## config.mk

```make
export PLATFORM = sky130hd
export DESIGN_NAME = keypad_scan
export DESIGN_NICKNAME = d
export VERILOG_FILES = /design/src/rtl/keypad_scan_pkg.sv /design/src/rtl/keypad_row_scan.sv /design/src/rtl/keypad_scan.sv
export SDC_FILE = /design/constraint.sdc
export NUM_CORES = 1
export LEC_CHECK = 0
export BUFFER_PORTS_ARGS = -buffer_cell sky130_fd_sc_hd__buf_2
export CAP_MARGIN = 20
export CORE_MARGIN = 4
export CORE_UTILIZATION = 57
export DETAILED_ROUTE_END_ITERATION = 8
export HOLD_SLACK_MARGIN = 0.06
export PLACE_DENSITY = 0.77
export SYNTH_ARGS = -nofsm -noshare
export SYNTH_HDL_FRONTEND = slang
export SYNTH_HIERARCHICAL = 1
export SYNTH_SLANG_ARGS = --single-unit
```

## constraint.sdc

```tcl
create_clock -name clk -period 2.95 [get_ports clk]
set_input_delay 0.4425 -clock clk [delete_from_list [all_inputs] [get_ports clk]]
set_output_delay 0.4425 -clock clk [all_outputs]
set_load 0.01 [all_outputs]
```

## src/rtl/keypad_scan_pkg.sv

```systemverilog
// Shared IO constants for the keypad scanner: default timing,
// debounce state and frame-result enums, frame decode helpers.
package keypad_scan_pkg;

   localparam int unsigned DEF_SCAN_PERIOD    = 100000;
   localparam int unsigned DEF_DEBOUNCE_SCANS = 4;

   typedef enum logic [1:0] {
      ST_RELEASED,
      ST_PRESS_CNT,
      ST_PRESSED,
      ST_RELEASE_CNT
   } deb_state_t;

   typedef enum logic [1:0] {
      FR_NONE,
      FR_SINGLE,
      FR_MULTI
   } frame_res_t;

   // Sample bits are 1 for a closed key, indexed row*4+col.
   function automatic frame_res_t classify(input logic [15:0] s);
      frame_res_t r;
      if (s == 16'h0000)
         r = FR_NONE;
      else if ((s & (s - 16'd1)) == 16'h0000)
         r = FR_SINGLE;
      else
         r = FR_MULTI;
      return r;
   endfunction

   function automatic logic [3:0] encode(input logic [15:0] s);
      logic [3:0] c;
      c = 4'd0;
      for (int i = 0; i < 16; i++)
         if (s[i])
            c = 4'(i);
      return c;
   endfunction

endpackage

```

## src/rtl/keypad_row_scan.sv

```systemverilog
// Row driver and column sampler for a 4x4 active-low keypad.
// Ports: clk, rst (async high); i_col_n raw columns; o_row_n row
// drive; o_sample closed-key map (row*4+col); o_frame_done pulse.
module keypad_row_scan
   import keypad_scan_pkg::*;
#(
   parameter int unsigned SCAN_PERIOD = DEF_SCAN_PERIOD
) (
   input  logic        clk,
   input  logic        rst,
   input  logic [3:0]  i_col_n,
   output logic [3:0]  o_row_n,
   output logic [15:0] o_sample,
   output logic        o_frame_done
);

   localparam int CW = (SCAN_PERIOD > 1) ? $clog2(SCAN_PERIOD) : 1;
   localparam logic [CW-1:0] LAST = CW'(SCAN_PERIOD - 1);

   logic [3:0]    r_sync1;
   logic [3:0]    r_sync2;
   logic [CW-1:0] r_cnt;
   logic [1:0]    r_row;
   logic [11:0]   r_acc;
   logic [15:0]   r_sample;
   logic          r_done;
   logic          w_last;
   logic [3:0]    w_closed;

   assign w_last   = (r_cnt == LAST);
   assign w_closed = ~r_sync2;
   assign o_row_n  = ~(4'b0001 << r_row);
   assign o_sample = r_sample;
   assign o_frame_done = r_done;

   always_ff @(posedge clk or posedge rst) begin
      if (rst) begin
         r_sync1  <= 4'b1111;
         r_sync2  <= 4'b1111;
         r_cnt    <= '0;
         r_row    <= 2'd0;
         r_acc    <= 12'h000;
         r_sample <= 16'h0000;
         r_done   <= 1'b0;
      end else begin
         r_sync1 <= i_col_n;
         r_sync2 <= r_sync1;
         r_done  <= 1'b0;
         if (w_last) begin
            r_cnt <= '0;
            r_row <= r_row + 2'd1;
            // Rows 0..2 accumulate; row 3 publishes the frame.
            unique case (r_row)
               2'd0: r_acc[3:0]  <= w_closed;
               2'd1: r_acc[7:4]  <= w_closed;
               2'd2: r_acc[11:8] <= w_closed;
               2'd3: begin
                  r_sample <= {w_closed, r_acc};
                  r_done   <= 1'b1;
               end
            endcase
         end else begin
            r_cnt <= r_cnt + 1'b1;
         end
      end
   end

endmodule

```

## src/rtl/keypad_scan.sv

```systemverilog
// 4x4 keypad scanner with frame debounce and valid/ack key output.
// Ports: clk, rst, col_in, row_out, key_code, key_valid, key_ack,
// key_held, overrun (sticky: new key accepted before old one acked).
module keypad_scan
   import keypad_scan_pkg::*;
#(
   parameter int unsigned SCAN_PERIOD    = DEF_SCAN_PERIOD,
   parameter int unsigned DEBOUNCE_SCANS = DEF_DEBOUNCE_SCANS
) (
   input  logic       clk,
   input  logic       rst,
   input  logic [3:0] col_in,
   output logic [3:0] row_out,
   output logic [3:0] key_code,
   output logic       key_valid,
   input  logic       key_ack,
   output logic       key_held,
   output logic       overrun
);

   localparam int DW = $clog2(DEBOUNCE_SCANS + 1);
   localparam logic [DW-1:0] DMAX = DW'(DEBOUNCE_SCANS);
   localparam logic [DW-1:0] ONE  = DW'(1);

   logic [15:0] w_sample;
   logic        w_done;
   frame_res_t  w_res;
   logic [3:0]  w_code;
   logic        w_same;
   logic [DW-1:0] w_cnt_inc;

   deb_state_t  r_state;
   deb_state_t  w_state_nxt;
   logic [DW-1:0] r_cnt;
   logic [DW-1:0] w_cnt_nxt;
   logic [3:0]  r_cand;
   logic [3:0]  w_cand_nxt;
   logic        w_accept;

   logic [3:0]  r_code;
   logic        r_valid;
   logic        r_over;

   keypad_row_scan #(
      .SCAN_PERIOD(SCAN_PERIOD)
   ) u_scan (
      .clk         (clk),
      .rst         (rst),
      .i_col_n     (col_in),
      .o_row_n     (row_out),
      .o_sample    (w_sample),
      .o_frame_done(w_done)
   );

   assign w_res     = classify(w_sample);
   assign w_code    = encode(w_sample);
   assign w_same    = (w_res == FR_SINGLE) && (w_code == r_cand);
   assign w_cnt_inc = r_cnt + ONE;

   always_ff @(posedge clk or posedge rst) begin
      if (rst) begin
         r_state <= ST_RELEASED;
         r_cnt   <= '0;
         r_cand  <= 4'd0;
      end else begin
         r_state <= w_state_nxt;
         r_cnt   <= w_cnt_nxt;
         r_cand  <= w_cand_nxt;
      end
   end

   always_comb begin
      w_state_nxt = r_state;
      w_cnt_nxt   = r_cnt;
      w_cand_nxt  = r_cand;
      w_accept    = 1'b0;
      if (w_done) begin
         unique case (r_state)
            ST_RELEASED: begin
               if (w_res == FR_SINGLE) begin
                  w_cand_nxt = w_code;
                  // A single-frame debounce accepts immediately.
                  if (DMAX == ONE) begin
                     w_state_nxt = ST_PRESSED;
                     w_cnt_nxt   = '0;
                     w_accept    = 1'b1;
                  end else begin
                     w_state_nxt = ST_PRESS_CNT;
                     w_cnt_nxt   = ONE;
                  end
               end
            end
            ST_PRESS_CNT: begin
               if (w_same) begin
                  if (w_cnt_inc == DMAX) begin
                     w_state_nxt = ST_PRESSED;
                     w_cnt_nxt   = '0;
                     w_accept    = 1'b1;
                  end else begin
                     w_cnt_nxt = w_cnt_inc;
                  end
               end else begin
                  w_state_nxt = ST_RELEASED;
                  w_cnt_nxt   = '0;
               end
            end
            ST_PRESSED: begin
               // Other keys while held are ignored: no rollover.
               if (w_res == FR_NONE) begin
                  if (DMAX == ONE) begin
                     w_state_nxt = ST_RELEASED;
                     w_cnt_nxt   = '0;
                  end else begin
                     w_state_nxt = ST_RELEASE_CNT;
                     w_cnt_nxt   = ONE;
                  end
               end
            end
            ST_RELEASE_CNT: begin
               if (w_res == FR_NONE) begin
                  if (w_cnt_inc == DMAX) begin
                     w_state_nxt = ST_RELEASED;
                     w_cnt_nxt   = '0;
                  end else begin
                     w_cnt_nxt = w_cnt_inc;
                  end
               end else begin
                  w_state_nxt = ST_PRESSED;
                  w_cnt_nxt   = '0;
               end
            end
            default: begin
               w_state_nxt = ST_RELEASED;
               w_cnt_nxt   = '0;
            end
         endcase
      end
   end

   // Accept wins over ack; a simultaneous ack consumes the old key.
   always_ff @(posedge clk or posedge rst) begin
      if (rst) begin
         r_code  <= 4'd0;
         r_valid <= 1'b0;
         r_over  <= 1'b0;
      end else if (w_accept) begin
         r_code  <= w_cand_nxt;
         r_valid <= 1'b1;
         if (r_valid && !key_ack)
            r_over <= 1'b1;
      end else if (key_ack && r_valid) begin
         r_valid <= 1'b0;
      end
   end

   assign key_code  = r_code;
   assign key_valid = r_valid;
   assign overrun   = r_over;
   assign key_held  = (r_state == ST_PRESSED) ||
                      (r_state == ST_RELEASE_CNT);

endmodule

```

==> reports/summary.txt, run 1 <==
Status: completed
DR vias/cell: 5.84
Relative slew slack: 0.575
LEAKAGE: 1.76 nW
Die Wd: 85.9 um
Vias in the first global route: 2395
WP data arrival: 3050 ps
DRT antenna net count: 0
CORE AREA: 5920 um^2
Critical Path Fanout Max: 8
Die area: 7380 um^2
Final GP Congestion: 0.853
Synth cell types: 57
CTS tree: done
Synthesis-to-layout area growth: 9.69%
Die Y: 85.9 um
Multi-input gate area: 1520 um^2
GR Util All Layers: 0.196
EDFF count, synth: 0
Detailed Route WL: 6470 um
Share of layout cells above drive strength 1: 0.233
TNS Setup: 0 ps
Ys flop type: dfrtp_1
Slew @ Worst Pin: 637 ps
Slew Limit Fails: 0
Max cap viols: 0
Initial antenna violation count: 0
Initial drt markers: 102
Final nets: 354
Tmin final: 2820 ps
Fmax: 354 MHz
WL/cell: 15.4 um
Reg2Reg Depth: 7
CP Launch Type: register
Mapped Nets: 328
Fin. Hold Viols: 0
Initial Utilization: 0.584
Unrepaired setup endpoints after global routing: false
Worst Hold Class: in2async
Reg clk slew, reported paths: 80 ps
Syn avg cell area: 11.1 um^2
Number of diodes: 0
Worst-Skew Late Latency: 350 ps
Global-route wire length before repair: 11400 um
PD cells: 445 nW/um^2
CP required: 3180 ps
Inserted Clock Buffers: 9
Final HPWL DP: 4560 um
PnR worst setup slack: 128 ps
Yosys reg bits: 71
Reg area: 1790 um^2
Clock buffer depth: 2
GRT Residual Overflow: 0
Peak VDD IR: 0.000406 V
# rows: 28
Filler cell count: 455
Critical path capture point type: register
Setup CP Type: reg2reg
Post-synthesis cell area: 3460 um^2
Io pins: 18
H-tree depth: 3
Dpl ws: 120 ps
Period utilisation layout: 0.957
IO buf count: 17
Final setup vio count: 0
DRT Pass-1 Iters: 4
Async set-reset flop share out of synthesis: 1.00
Num Clock Sinks: 71
Synth warnings: 6
Sequential element share of the synthesized area: 0.516
Largest net degree at the start of global routing: 33
Worst clock skew: 12.3 ps
Hold buffers post-CTS: 0
Clk Tree Root Cell: clkbuf_8
R2R Setup Slk: 130 ps
DRC: 0
DR vias: 2445
Cells after Synth: 313
## power breakdown
group	internal [mW]	switching [mW]	total (mW)
Combinational	0.00469	0.0191	0.0238
Sequential	0.983	0.00391	0.987
Clock	0.309	0.370	0.680
## synth_stat cells, types with 3 or more instances
master    instances  share of area
a21oi_1           7          0.010
buf_6             3         0.0098
clkbuf_1          3         0.0033
dfrtp_1          63           0.46
dfstp_2           8          0.061
ha_1              8          0.029
inv_1            21          0.023
mux2_2            9          0.029
mux2_4            8          0.035
mux2i_1           4          0.012
nand2_1          11          0.012
nand3_1          13          0.019
nand4_1           6          0.011
nor2_1           17          0.018
nor3_1           14          0.020
nor4_1            6          0.011
o21ai_0          45          0.065
xnor2_1          14          0.035
xor2_1            5          0.013
## sequential cells by signal, indices dropped and copies added (netlist names)
register / count
key_code: 4
key_valid: 1
overrun: 1
r_cand: 4
r_cnt: 3
r_state: 2
u_scan/o_frame_done: 1
u_scan/o_sample: 16
u_scan/r_acc: 12
u_scan/r_cnt: 17
u_scan/r_row: 2
u_scan/r_sync1: 4
u_scan/r_sync2: 4
## metal layers
metal / global-route usage / wire [um]
met5: 0 / 0
met1: 0.258 / 2950
met2: 0.312 / 3220
met3: 0.0557 / 261
met4: 0.0691 / 40
## kinds of logic after synthesis
kind of cell	share of synthesized area
AND/OR/NAND/NOR	0.159
flip-flops	0.516
AO/OA/AOI/OAI	0.120
XOR/XNOR	0.0481
buffers and inverters	0.0459
adder cells (fa/ha/maj)	0.0318
multiplexers	0.0788
## layout by cell type, fill, tap and decap left out, drive strengths merged, types with 8 or more instances in the layout
cell type,instances
dfrtp,63
o21ai,45
buf,24
inv,22
mux2,18
nor2,17
nor3,15
xnor2,14
nand3,13
nand2,12
clkbuf,10
ha,8
dfstp,8
## through the flow
step	instance area, um^2	std cells	hold slack [ps]	power (mW)	util
floorplan	3460	313	344	1.02	-
global placement	3600	402	346	1.03	0.609
detailed placement	3600	402	347	1.03	0.609
CTS	3780	418	161	1.71	0.638
global route	3790	419	175	1.75	0.641
finish	3790	419	151	1.69	0.641
## worst paths after layout
path,endpoint,startpoint
max reg2reg,key_code[2]$_DFFE_PP0P_,u_scan/o_sample[10]$_DFFE_PP0P_
min,overrun$_DFFE_PP0P_,rst
max,key_code[2]$_DFFE_PP0P_,u_scan/o_sample[10]$_DFFE_PP0P_
min in group clk,u_scan/r_sync1[3]$_DFF_PP1_,col_in[3]
max in group asynchronous,u_scan/r_sync1[0]$_DFF_PP1_,rst
min reg2reg,u_scan/r_sync2[1]$_DFF_PP1_,u_scan/r_sync1[1]$_DFF_PP1_
## final cells by class
cell class / count / area share
Multi-Input combinational cell: 212 / 0.401
Inverter: 21 / 0.0208
Clock buffer: 10 / 0.0336
Tap cell: 75 / 0.0247
Sequential cell: 71 / 0.471
Timing Repair Buffer: 24 / 0.0363
Clock inverter: 6 / 0.0119
## repair_timing
action                     in CTS  in global routing
setup endpoints to repair       0                  4
resized for setup               0                  4
buffers inserted                0                  1
## worst max-delay path, stage by stage, from the launching register on
cell and delay, ps:
dfrtp_2 460, or4_4 530, or3_1 310, a21oi_1 170, o2111ai_2 180, nor4b_4 370
mux2_2 380, mux2_1 300
(Power assumes the default switching activity.)
==> inputs of run 2 (changes only) <==
--- a/config.mk
+++ b/config.mk
@@ -12,6 +12,7 @@
 export DETAILED_ROUTE_END_ITERATION = 8
 export HOLD_SLACK_MARGIN = 0.06
 export PLACE_DENSITY = 0.77
+export RECOVER_POWER = 100
 export SYNTH_ARGS = -nofsm -noshare
 export SYNTH_HDL_FRONTEND = slang
 export SYNTH_HIERARCHICAL = 1
==> constraint.sdc (replaced) <==
create_clock -name clk -period 2.95 [get_ports clk]
set_input_delay 0.1475 -clock clk [delete_from_list [all_inputs] [get_ports clk]]
set_output_delay 0.1475 -clock clk [all_outputs]
set_load 0.01 [all_outputs]
==> reports/summary.txt, run 2 (same netlist as run 1, synthesis figures left out) <==
Synthesis-to-layout area growth: 8.64%
WL/cell: 15.5 um (+0.42%)
Num Clock Sinks: 71 (unchanged)
Reg2Reg Depth: 7 (unchanged)
Worst-Skew Late Latency: 340 ps (about the same)
TNS Setup: 0 ps (unchanged)
PD cells: 451 nW/um^2 (+1.3%)
DR vias/cell: 5.78 (-0.94%)
Final HPWL DP: 4560 um (unchanged)
Clock buffer depth: 2 (unchanged)
Die area: 7380 um^2 (unchanged)
Die Wd: 85.9 um (unchanged)
H-tree depth: 3 (unchanged)
Max cap viols: 0 (unchanged)
CP Launch Type: register
Final GP Congestion: 0.853 (unchanged)
R2R Setup Slk: 130 ps (about the same)
Slowest CP cell: or4_4
DRC: 0 (unchanged)
Detailed Route WL: 6580 um (+1.6%)
Worst clock skew: 11.7 ps (-0.548 ps)
GRT Residual Overflow: 0 (unchanged)
# rows: 28 (unchanged)
Initial Utilization: 0.584 (unchanged)
Finished Cell Area: 3760 um^2 (-0.96%)
Placed insts: 402 (unchanged)
Vias in the first global route: 2436 (+1.7%)
Tmin final: 2820 ps (-5.76 ps)
Inserted Clock Buffers: 9 (unchanged)
Worst Hold Class: in2reg
Top reg by flops: u_scan/r_cnt
DR vias: 2451 (+0.25%)
Final setup vio count: 0 (unchanged)
Hold path cells: 3
Clk Tree Root Cell: clkbuf_8
Total power draw: 1.70 mW (+0.30%)
Fin cells: 424 (+1.2%)
Slew @ Worst Pin: 1160 ps (+520 ps)
GR Util All Layers: 0.199 (+0.00266)
Peak VDD IR: 0.000406 V (about the same)
Status: completed
Setup CP Type: reg2reg
Number of diodes: 0 (unchanged)
LEAKAGE: 1.68 nW (-4.4%)
Period utilisation layout: 0.955 (-0.00195)
Critical path capture point type: register
Relative slew slack: 0.228 (-0.347)
Filler cell count: 468 (+2.9%)
Largest net degree at the start of global routing: 33 (unchanged)
DRT antenna net count: 0 (unchanged)
Final nets: 359 (+1.4%)
Max FFs per register: 17 (unchanged)
Final Core Density: 0.635 (-0.00613)
Slowest stage delay, CP: 530 ps (about the same)
Most frequent cells in the layout: 61 x dfrtp_1, 45 x o21ai_0, 21 x inv_1, 19 x clkbuf_1, 17 x nor2_1
CP required: 3180 ps (about the same)
Io pins: 18 (unchanged)
Share of layout cells above drive strength 1: 0.146 (-0.0864)
Setup crit end: key_code[2]$_DFFE_PP0P_
Global-route wire length before repair: 11500 um (+1.5%)
WP data arrival: 3040 ps (about the same)
Critical Path Fanout Max: 8 (unchanged)
Initial antenna violation count: 0 (unchanged)
Most common cell after layout, fill and taps aside: dfrtp_1
Origin of the critical flop-to-flop path: u_scan/o_sample[10]$_DFFE_PP0P_
Reg clk slew, reported paths: 80 ps (about the same)
Die Y: 85.9 um (unchanged)
Fin. Hold Viols: 0 (unchanged)
Crit. Startpoint: u_scan/o_sample[10]$_DFFE_PP0P_
Initial drt markers: 121 (+19%)
Cell chain of the critical path: or4_4 -> or3_1 -> a21oi_1 -> o2111ai_2 -> nor4b_4 -> mux2_2 -> mux2_1
Slew Limit Fails: 0 (unchanged)
Reg-to-Reg End: key_code[2]$_DFFE_PP0P_
CORE AREA: 5920 um^2 (unchanged)
DRT Pass-1 Iters: 4 (unchanged)
IO buf count: 17 (unchanged)
Post-DP Area: 3600 um^2 (unchanged)
Fmax: 355 MHz (+0.20%)
Unrepaired setup endpoints after global routing: false
CTS tree: done
## run 2: worst min path at each step
| stage | to | slack, ps | startpoint |
|---|---|---|---|
| floorplan | key_code[0]$_DFFE_PP0P_ | 50 | rst |
| global placement | overrun$_DFFE_PP0P_ | 240 | rst |
| detailed placement | overrun$_DFFE_PP0P_ | 250 | rst |
| CTS | overrun$_DFFE_PP0P_ | 90 | key_ack |
| global route | overrun$_DFFE_PP0P_ | 110 | key_ack |
| finish | overrun$_DFFE_PP0P_ | 100 | key_ack |
## run 2: cell type report
| type | instances | area, um^2 | share of cell area |
|---|---|---|---|
| timing repair buffer | 29 | 150 | 0.0399 |
| sequential | 71 | 1790 | 0.476 |
| clock buffer | 10 | 128 | 0.0340 |
| multi-input combinational | 212 | 1470 | 0.392 |
| inverter | 21 | 78.8 | 0.0210 |
| clock inverter | 6 | 45.0 | 0.0120 |
| tap | 75 | 93.8 | 0.0250 |
## run 2: power breakdown
part	internal, mW	switching [mW]
clock network	0.309	0.372
logic	0.00763	0.0199
registers	0.983	0.00384
total	1.30	0.395
## run 2: critical path, delay by kind of cell (launching register included)
| family | cells | cell delay (ps) |
|---|---|---|
| compound gates | 2 | 350 |
| flops | 1 | 460 |
| mux | 2 | 680 |
| simple gates | 3 | 1210 |
## run 2: metal layers
| metal | vias to the layer above | track usage | wire length [um] |
|---|---|---|---|
| met1 | 1217 | 0.262 | 3050 |
| met2 | 43 | 0.317 | 3230 |
| li1 | 1187 | - | - |
| met3 | 4 | 0.0557 | 255 |
| met4 | 0 | 0.0691 | 40 |
| met5 | - | 0 | 0 |
## run 2: repair_timing
item,CTS,global route
resized for setup,0,4
hold endpoints to repair,49,0
setup buffers,0,1
hold buffers,5,0
setup endpoints to repair,0,4
## run 2: stage by stage
step                hold slack (ps)  setup WS (ps)
floorplan                      49.0            232
global placement                236            216
CTS                            88.3            110
global route                    105           14.7
detailed placement              253            120
finish                         98.7            134
